$ cat config.mk
export PLATFORM = sky130hd
export DESIGN_NAME = phase_sequencer
export DESIGN_NICKNAME = d
export VERILOG_FILES = /design/src/rtl/crforth_pkg.sv /design/src/rtl/retire_counter.sv /design/src/rtl/phase_sequencer.sv
export SDC_FILE = /design/constraint.sdc
export NUM_CORES = 1
export LEC_CHECK = 0
export ABC_AREA = 1
export BUFFER_PORTS_ARGS = -buffer_cell sky130_fd_sc_hd__buf_2
export CORE_MARGIN = 2
export CORE_UTILIZATION = 42
export CTS_CLUSTER_DIAMETER = 150
export DETAILED_ROUTE_END_ITERATION = 16
export HOLD_SLACK_MARGIN = 0.1
export PLACE_DENSITY = 0.73
export SYNTH_ARGS = -nofsm -noshare
export SYNTH_HDL_FRONTEND = slang
export SYNTH_HIERARCHICAL = 1
export SYNTH_SLANG_ARGS = --single-unit
$ cat constraint.sdc
create_clock -name i_CLOCK -period 2.2 [get_ports i_CLOCK]
set_input_delay 0.33 -clock i_CLOCK [delete_from_list [all_inputs] [get_ports i_CLOCK]]
set_output_delay 0.33 -clock i_CLOCK [all_outputs]
set_load 0.05 [all_outputs]
$ cat src/rtl/crforth_pkg.sv
// rtl/crforth_pkg.sv - shared types and constants for the Forth core
//   PHASE_W : width of the phase encoding
//   phase_t : sequencer states IDLE/PX/PY/PZ, encoded so the state register
//             can be exported directly as a phase number
package crforth_pkg;

  localparam int PHASE_W = 2;

  typedef enum logic [PHASE_W-1:0] {
    IDLE = 2'd0,
    PX   = 2'd1,
    PY   = 2'd2,
    PZ   = 2'd3
  } phase_t;

endpackage

$ cat src/rtl/retire_counter.sv
// rtl/retire_counter.sv - wrapping counter of retired X-Y-Z triplets
//   i_CLOCK   : clock, posedge
//   i_CLEAR_N : synchronous active-low clear
//   i_INC     : increment enable
//   o_COUNT   : current count, wraps modulo 2^CNT_WIDTH
module retire_counter #(
  parameter int CNT_WIDTH = 16
) (
  input  logic                 i_CLOCK,
  input  logic                 i_CLEAR_N,
  input  logic                 i_INC,
  output logic [CNT_WIDTH-1:0] o_COUNT
);

  logic [CNT_WIDTH-1:0] count;

  always_ff @(posedge i_CLOCK) begin
    if (!i_CLEAR_N) begin
      count <= '0;
    end else if (i_INC) begin
      count <= count + 1'b1;
    end
  end

  assign o_COUNT = count;

endmodule

$ cat src/rtl/phase_sequencer.sv
// rtl/phase_sequencer.sv - three-phase X/Y/Z enable sequencer with run/step/stall
//   i_CLOCK   : sole clock
//   i_RESET_N : synchronous active-low reset
//   i_RUN     : level, free-run triplets back to back
//   i_STEP    : pulse, one triplet while halted
//   i_STALL   : level, hold current phase and suppress its strobe
//   o_CYCLEX/o_CYCLEY/o_CYCLEZ : one-clock phase enable strobes
//   o_PHASE   : state encoding (0 IDLE, 1 X, 2 Y, 3 Z)
//   o_IDLE    : sequencer is in IDLE
//   o_DONE    : strobe on the clock in which Z completes
//   o_COUNT   : number of completed triplets
module phase_sequencer
  import crforth_pkg::*;
#(
  parameter int CNT_WIDTH = 16
) (
  input  logic                 i_CLOCK,
  input  logic                 i_RESET_N,
  input  logic                 i_RUN,
  input  logic                 i_STEP,
  input  logic                 i_STALL,
  output logic                 o_CYCLEX,
  output logic                 o_CYCLEY,
  output logic                 o_CYCLEZ,
  output logic [PHASE_W-1:0]   o_PHASE,
  output logic                 o_IDLE,
  output logic                 o_DONE,
  output logic [CNT_WIDTH-1:0] o_COUNT
);

  phase_t state;
  phase_t next_state;
  logic   step_mode;
  logic   next_step_mode;
  logic   retire;
  logic   strobe_ok;

  always_ff @(posedge i_CLOCK) begin
    if (!i_RESET_N) begin
      state     <= IDLE;
      step_mode <= 1'b0;
    end else begin
      state     <= next_state;
      step_mode <= next_step_mode;
    end
  end

  always_comb begin
    next_state     = state;
    next_step_mode = step_mode;
    retire         = 1'b0;
    case (state)
      IDLE: begin
        // Stall is deliberately ignored here; RUN outranks STEP.
        if (i_RUN) begin
          next_state     = PX;
          next_step_mode = 1'b0;
        end else if (i_STEP) begin
          next_state     = PX;
          next_step_mode = 1'b1;
        end
      end
      PX: begin
        if (!i_STALL) next_state = PY;
      end
      PY: begin
        if (!i_STALL) next_state = PZ;
      end
      PZ: begin
        if (!i_STALL) begin
          retire         = 1'b1;
          next_step_mode = 1'b0;
          // A step triplet always returns to IDLE even if RUN rose meanwhile.
          if (i_RUN && !step_mode) begin
            next_state = PX;
          end else begin
            next_state = IDLE;
          end
        end
      end
      default: next_state = IDLE;
    endcase
  end

  // Strobes are gated by reset so they drop in the cycle before the reset edge.
  assign strobe_ok = i_RESET_N & ~i_STALL;
  assign o_CYCLEX  = (state == PX) & strobe_ok;
  assign o_CYCLEY  = (state == PY) & strobe_ok;
  assign o_CYCLEZ  = (state == PZ) & strobe_ok;
  assign o_DONE    = o_CYCLEZ;

  assign o_PHASE   = PHASE_W'(state);
  assign o_IDLE    = (state == IDLE);

  retire_counter #(
    .CNT_WIDTH (CNT_WIDTH)
  ) u_retire_counter (
    .i_CLOCK   (i_CLOCK),
    .i_CLEAR_N (i_RESET_N),
    .i_INC     (retire),
    .o_COUNT   (o_COUNT)
  );

endmodule
==> results of run 1 <==
## layout make-up
cell class,count,area [um2]
flip-flops and latches,19,380
well taps,31,38.8
multi-input cells,125,664
clock buffers,4,26.3
fillers,296,1340
repair buffers,27,135
inverters,27,101
## cell families after synthesis
family                     Yosys count
and+or+nand+nor                     97
buffers and inverters               30
AOI/OAI and AO/OA                   21
DFF                                 19
adders and majority gates            7
## critical path, cell delays in order (launching register included)
cell	delay, ps
sky130_fd_sc_hd__dfxtp_1	450
sky130_fd_sc_hd__ha_1	250
sky130_fd_sc_hd__inv_1	50
sky130_fd_sc_hd__nor2_1	400
sky130_fd_sc_hd__nand2_1	200
sky130_fd_sc_hd__nor2_4	170
sky130_fd_sc_hd__nand2_2	80
sky130_fd_sc_hd__nor2_2	100
sky130_fd_sc_hd__nand3_1	70
sky130_fd_sc_hd__nand2_1	70
sky130_fd_sc_hd__nor2_1	40
## power groups by stage
stage | sequential, W | combinational, W | clock, W
final | 0.000406 | 0.000436 | 0.000170
after global routing | 0.000412 | 0.000494 | 0.000194
after CTS | 0.000407 | 0.000441 | 0.000178
after detailed placement | 0.000414 | 0.000440 | 0
after global placement | 0.000412 | 0.000436 | 0
after floorplan | 0.000481 | 0.000290 | 0
## cell usage in the layout, fill, tap and decap left out, types with 4 or more instances in the layout
cell type / count
sky130_fd_sc_hd__o21ai_0: 5
sky130_fd_sc_hd__dfxtp_1: 19
sky130_fd_sc_hd__buf_2: 27
sky130_fd_sc_hd__nand2_1: 33
sky130_fd_sc_hd__ha_1: 7
sky130_fd_sc_hd__inv_1: 26
sky130_fd_sc_hd__nor2_2: 4
sky130_fd_sc_hd__nand3_1: 11
sky130_fd_sc_hd__nor2_1: 29
sky130_fd_sc_hd__nand2_2: 7
sky130_fd_sc_hd__nor2_4: 4
sky130_fd_sc_hd__a21oi_1: 9
## state kept, by name, summed over array words and instances, names as in the netlist
| register | flops |
|---|---|
| step_mode | 1 |
| u_retire_counter/o_COUNT | 16 |
| o_PHASE | 2 |
## stage by stage
step / instance area, um2 / utilization [%]
5_1_grt: 1350 / 50.1
3_3_place_gp: 1320 / 49.1
6_report: 1350 / 50.1
3_5_place_dp: 1320 / 49.1
2_1_floorplan: 1160 / -
4_1_cts: 1350 / 50.1
## routing by layer
metal  wire, um  share of wire (%)  vias up
met3        111                4.6        2
met2       1030                 43       27
li1           -                  -      598
met4         13               0.54        0
met1       1240                 52      482
met5          0                  0        -
## how the worst max path moves through the flow
stage / start / endpoint / slack [ps] / depth (start not counted)
detailed placement: o_PHASE[1] / u_retire_counter/o_COUNT[13] / 280 / 10
global placement: o_PHASE[1] / u_retire_counter/o_COUNT[13] / 370 / 10
CTS: o_PHASE[0] / u_retire_counter/o_COUNT[13] / 260 / 10
finish: o_PHASE[1] / u_retire_counter/o_COUNT[13] / 240 / 10
global route: o_PHASE[0] / u_retire_counter/o_COUNT[13] / 30 / 10
floorplan: o_PHASE[1] / o_DONE / 30 / 4
==> impl_results.md, run 1 <==
- Status: completed
- CTS sink cnt: 19
- Met2 routing resource usage after global routing: 26.1%
- Die H: 56.6 um
- Reg-to-reg startpoint: o_PHASE[1]
- Die outline area: 3200 um2
- Part of the power in registers: 40.2%
- Worst setup path class: reg2reg
- Count of max-cap constraint violations: 0
- Worst slack after detailed placement: 275 ps
- Share of the synthesized area in compound gates (AO/OA/AOI/OAI): 10.1%
- Highest net fanout along the worst path: 8
- Number of storage elements in the synthesis netlist: 19
- Fraction of registers with async set or reset after synthesis: 0%
- Share of power burned in the clock network: 16.8%
- Count of endpoints failing hold in the final timing report: 0
- First-pass GRT wire length: 4310 um
- Max Slew Vio Count: 0
- Area share of and/or/nand/nor cells after synthesis: 39.3%
- Worst min-delay path category: in2reg
- Setup clock skew after layout: 2.24 ps
- Later-pin clock latency in the skew report: 290 ps
- Post-cts sizing count: 0
- Top cells by area, synth: sky130_fd_sc_hd__dfxtp_1 33%, sky130_fd_sc_hd__nand2_1 11%, sky130_fd_sc_hd__nor2_1 9.7%, sky130_fd_sc_hd__inv_1 8.4%, sky130_fd_sc_hd__ha_1 7.5%
- Capture instance of the worst register-to-register path: u_retire_counter/o_COUNT[13]
- Commonest cells in the synthesized netlist: 33 x sky130_fd_sc_hd__nand2_1, 30 x sky130_fd_sc_hd__nor2_1, 26 x sky130_fd_sc_hd__inv_1
- Busiest metal layer after global routing: met2
- Total track usage: 16.8%
- Setup Fix Bufs, Post-CTS: 0
- Setup repair after global routing missed its margin: false
- Library cell used as clock root buffer: sky130_fd_sc_hd__clkbuf_4
- Longest Clk Path Bufs: 2
- Final nets: 215
- Cell accounting for the most synthesized area: sky130_fd_sc_hd__dfxtp_1
- Cell internal pwr: 0.000568 W
- Net count after synthesis: 186
- Total negative slack: 0 ps
- Number of warnings issued by yosys: 6
- Net switching component of the power: 0.000444 W
- Number of violations reported at the end of detailed-routing iteration 0: 22
- DR DRC count: 0
- Number of I/O pins: 28
- Post-synthesis share of cell area spent on full adders, half adders and majority gates: 7.53%
- Final cell count without fillers: 233
- Mean instance size in the synthesized netlist: 6.68 um2
- Met1 routing resource usage after global routing: 23.8%
- Number of nets with antenna violations after detailed routing: 0
- Critical Path Start Type: flip-flop
- Net Sw Frac: 43.9%
- Setup violation total in the final timing report: 0
- Rel. slew slack: 65.9%
- Main flop type after synthesis: sky130_fd_sc_hd__dfxtp_1
- Leak: 0.620 nW
- Worst EP required: 2390 ps
- Number of cells traversed by the worst register-to-register path: 10
- Number of vias per cell: 4.76
- Setup slack of the worst register-to-register path: 240 ps
- Post-detail-place hpwl: 1880 um
- Data arrival time of the worst path: 2150 ps
- Routed vias: 1109
- Sequential fraction of the synthesis area: 32.7%
- Hold EP: step_mode
- Final Cycle Share: 89.1%
- Post-route setup slack: 240 ps
- Instance count after placement with tap cells included: 229
- Launch point of the worst hold path: i_RUN
- Unique masters post-synth: 23
- Portion of netlist area occupied by mux cells: 0%
- X dimension of the die: 56.6 um
- Combinational group share of total power: 43.1%
- Upper clock frequency limit: 0.510 GHz
- Met3 Use GR: 5.07%
- EDFF count, synth: 0
- Worst-Margin Slew: 509 ps
- Number of cells produced by synthesis: 174
- Worst setup EP type: flip-flop
- Area Overhead vs Synth: 15.8%
- Fin crit period: 1960 ps
- Number of buffers inserted by port buffering: 27
- Grt total ovfl: 0
- Number of global-route vias before repair: 1014
- Power Dens Cells: 752 nW/um2
- Most numerous cell in the Yosys netlist: sky130_fd_sc_hd__nand2_1
- Site row count: 19
- Initial Util: 43.3%
- H-Tree Level Count: 1
- Area share of the largest cell type after synthesis: 32.7%
- Netlist area before placement: 1160 um2
- Number of buffers created by CTS: 3
- Final Total Pwr: 0.00101 W
- Initial DRT Pass Iterations: 4
- Area of the core region: 2690 um2
- Worst hold stages: 4
- Worst hold-check slack: 371 ps
- CTS hold repair buffers: 0
- Clock slew at reported path FFs: 100 ps
- Fraction of layout cells with a size suffix above 1: 24.3%
- Dominant combinational cell family by area after synthesis: simple AND/OR/NAND/NOR gates
- Worst vdd ir: 0.459 mV
- Diode count: 0
- Xor and xnor area share after synthesis: 0%
- Pin count of the biggest net entering global routing: 15
- TritonCTS clock tree: built
- Routed wire per std cell: 10.3 um
- Total detailed-routing wirelength: 2390 um
- Routability cong.: 0.850
- Initial antenna violation count: 0
No activity file was read; power rests on OpenSTA's default activity.
==> run 2, diff against run 1 <==
--- a/config.mk
+++ b/config.mk
@@ -13,6 +13,7 @@
 export DETAILED_ROUTE_END_ITERATION = 16
 export HOLD_SLACK_MARGIN = 0.1
 export PLACE_DENSITY = 0.73
+export RECOVER_POWER = 100
 export SYNTH_ARGS = -nofsm -noshare
 export SYNTH_HDL_FRONTEND = slang
 export SYNTH_HIERARCHICAL = 1
==> constraint.sdc (replaced) <==
create_clock -name i_CLOCK -period 2.3 [get_ports i_CLOCK]
set_input_delay 0.345 -clock i_CLOCK [delete_from_list [all_inputs] [get_ports i_CLOCK]]
set_output_delay 0.345 -clock i_CLOCK [all_outputs]
set_load 0.05 [all_outputs]
==> impl_results.md, run 2 (synthesis results as in run 1) <==
- Number of nets with antenna violations after detailed routing: 0
- Number of global-route vias before repair: 975
- Area of the core region: 2690 um2
- Commonest non-fill, non-tap cells in the layout: 35 x sky130_fd_sc_hd__nand2_1, 31 x sky130_fd_sc_hd__nor2_1, 26 x sky130_fd_sc_hd__inv_1, 24 x sky130_fd_sc_hd__clkbuf_1, 19 x sky130_fd_sc_hd__dfxtp_1
- Library cell used as clock root buffer: sky130_fd_sc_hd__clkbuf_4
- Worst slack after detailed placement: 368 ps
- Instance count after placement with tap cells included: 229
- TritonCTS clock tree: built
- First-pass GRT wire length: 4050 um
- Routed vias: 1080
- Pin count of the biggest net entering global routing: 15
- Number of buffers created by CTS: 3
- Largest stage delay on the critical path: 450 ps
- Number of buffers inserted by port buffering: 27
- Routed wire per std cell: 9.75 um
- Status: completed
- Rel. slew slack: 59.9%
- Most frequent standard cell in the layout excluding fill and tap cells: sky130_fd_sc_hd__nand2_1
- Worst EP required: 2490 ps
- List of cells traversed by the critical path: ha_1, inv_1, nor2_1, nand3_1, nor2_4, nand2_1, o21ai_0, nor2_1
- Area Overhead vs Synth: 11.3%
- Later-pin clock latency in the skew report: 290 ps
- Setup violation total in the final timing report: 0
- Worst vdd ir: 0.409 mV
- Longest Clk Path Bufs: 2
- Max FFs per register: 16
- Highest-delay cell along the critical path: sky130_fd_sc_hd__dfxtp_1
- Initial antenna violation count: 0
- Leak: 0.521 nW
- Max Slew Vio Count: 0
- Setup repair after global routing missed its margin: false
- Number of vias per cell: 4.64
- Post-detail-place hpwl: 1780 um
- Final design instance area without fill: 1290 um2
- Routability cong.: 0.851
- Initial Util: 43.3%
- Upper clock frequency limit: 0.500 GHz
- Site row count: 19
- Worst setup path class: reg2reg
- Post-route setup slack: 301 ps
- CTS sink cnt: 19
- Worst min-delay path category: in2reg
- Total negative slack: 0 ps
- Placed cell areas: 1320 um2
- Post-layout util: 48.2%
- Count of max-cap constraint violations: 0
- Number of I/O pins: 28
- Critical Path Start Type: flip-flop
- Buf+Inv Stages, Crit Path: 1
- CP most frequent cell: sky130_fd_sc_hd__nor2_1
- Setup clock skew after layout: 6.47 ps
- Cell family contributing the most delay on the critical path: simple AND/OR/NAND/NOR gates
- Post-cts sizing count: 0
- Final Cycle Share: 86.9%
- Number of violations reported at the end of detailed-routing iteration 0: 34
- Grt total ovfl: 0
- Fin crit period: 2000 ps
- Final cell count without fillers: 233
- Initial DRT Pass Iterations: 4
- Clock slew at reported path FFs: 100 ps
- X dimension of the die: 56.6 um
- Worst-Margin Slew: 605 ps
- Setup Fix Bufs, Post-CTS: 0
- Final nets: 215
- H-Tree Level Count: 1
- Data arrival time of the worst path: 2190 ps
- Worst setup EP type: flip-flop
- Count of endpoints failing hold in the final timing report: 0
- Power Dens Cells: 733 nW/um2
- CTS hold repair buffers: 0
- Diode count: 0
- Total track usage: 15.6%
- Highest net fanout along the worst path: 8
- Fraction of layout cells with a size suffix above 1: 9.90%
- Total detailed-routing wirelength: 2270 um
- Die outline area: 3200 um2
- Die H: 56.6 um
- DR DRC count: 0
-- run 2: cell types whose count changed in the layout (fill, tap and decap cells not counted), moves of 2 or more --
cell                       previous run  this run
sky130_fd_sc_hd__clkbuf_1             1        24
sky130_fd_sc_hd__nor2_1              29        31
sky130_fd_sc_hd__nand2_2              7         5
sky130_fd_sc_hd__buf_2               27         4
sky130_fd_sc_hd__nand2_1             33        35
-- run 2: path summary, 6_finish.rpt --
kind	to	cells after the start	start	slack (ps)
worst max-delay path	u_retire_counter/o_COUNT[12]	8	o_PHASE[1]	300
worst min-delay path	step_mode	4	i_RUN	370
worst max register to register	u_retire_counter/o_COUNT[12]	8	o_PHASE[1]	300
worst min register to register	step_mode	2	step_mode	480
-- run 2: per-stage QoR --
step	total power [W]	hold slack (ps)
2_1_floorplan	0.000737	438
3_3_place_gp	0.000812	456
3_5_place_dp	0.000811	464
4_1_cts	0.000978	362
5_1_grt	0.00103	373
6_report	0.000948	368
-- run 2: cell type report --
class	instances	area (um2)
well taps	31	38.8
multi-input cells	125	641
inverters	27	101
clock buffers	4	26.3
flip-flops and latches	19	380
fillers	294	1390
repair buffers	27	106
-- run 2: power by group --
| group | switching, W | internal [W] | total (W) |
|---|---|---|---|
| Combinational | 0.000289 | 0.000105 | 0.000394 |
| Sequential | 0.0000351 | 0.000355 | 0.000390 |
| Clock | 0.0000973 | 0.0000675 | 0.000165 |
| Total | 0.000421 | 0.000527 | 0.000948 |
-- run 2: routing by layer --
layer,GRT usage (%),share of wire [%],vias to the layer above
li1,-,-,599
met1,22.7,54,462
met2,22.3,41,17
met3,5.30,4.6,2
met4,3.06,0.57,0
met5,0,0,-
-- run 2: tightest hold or removal path, delay by kind of cell --
family | cells | cell delay [ps]
AND/OR/NAND/NOR | 2 | 120
AO/OA/AOI/OAI | 1 | 60
buffers and inverters | 1 | 110
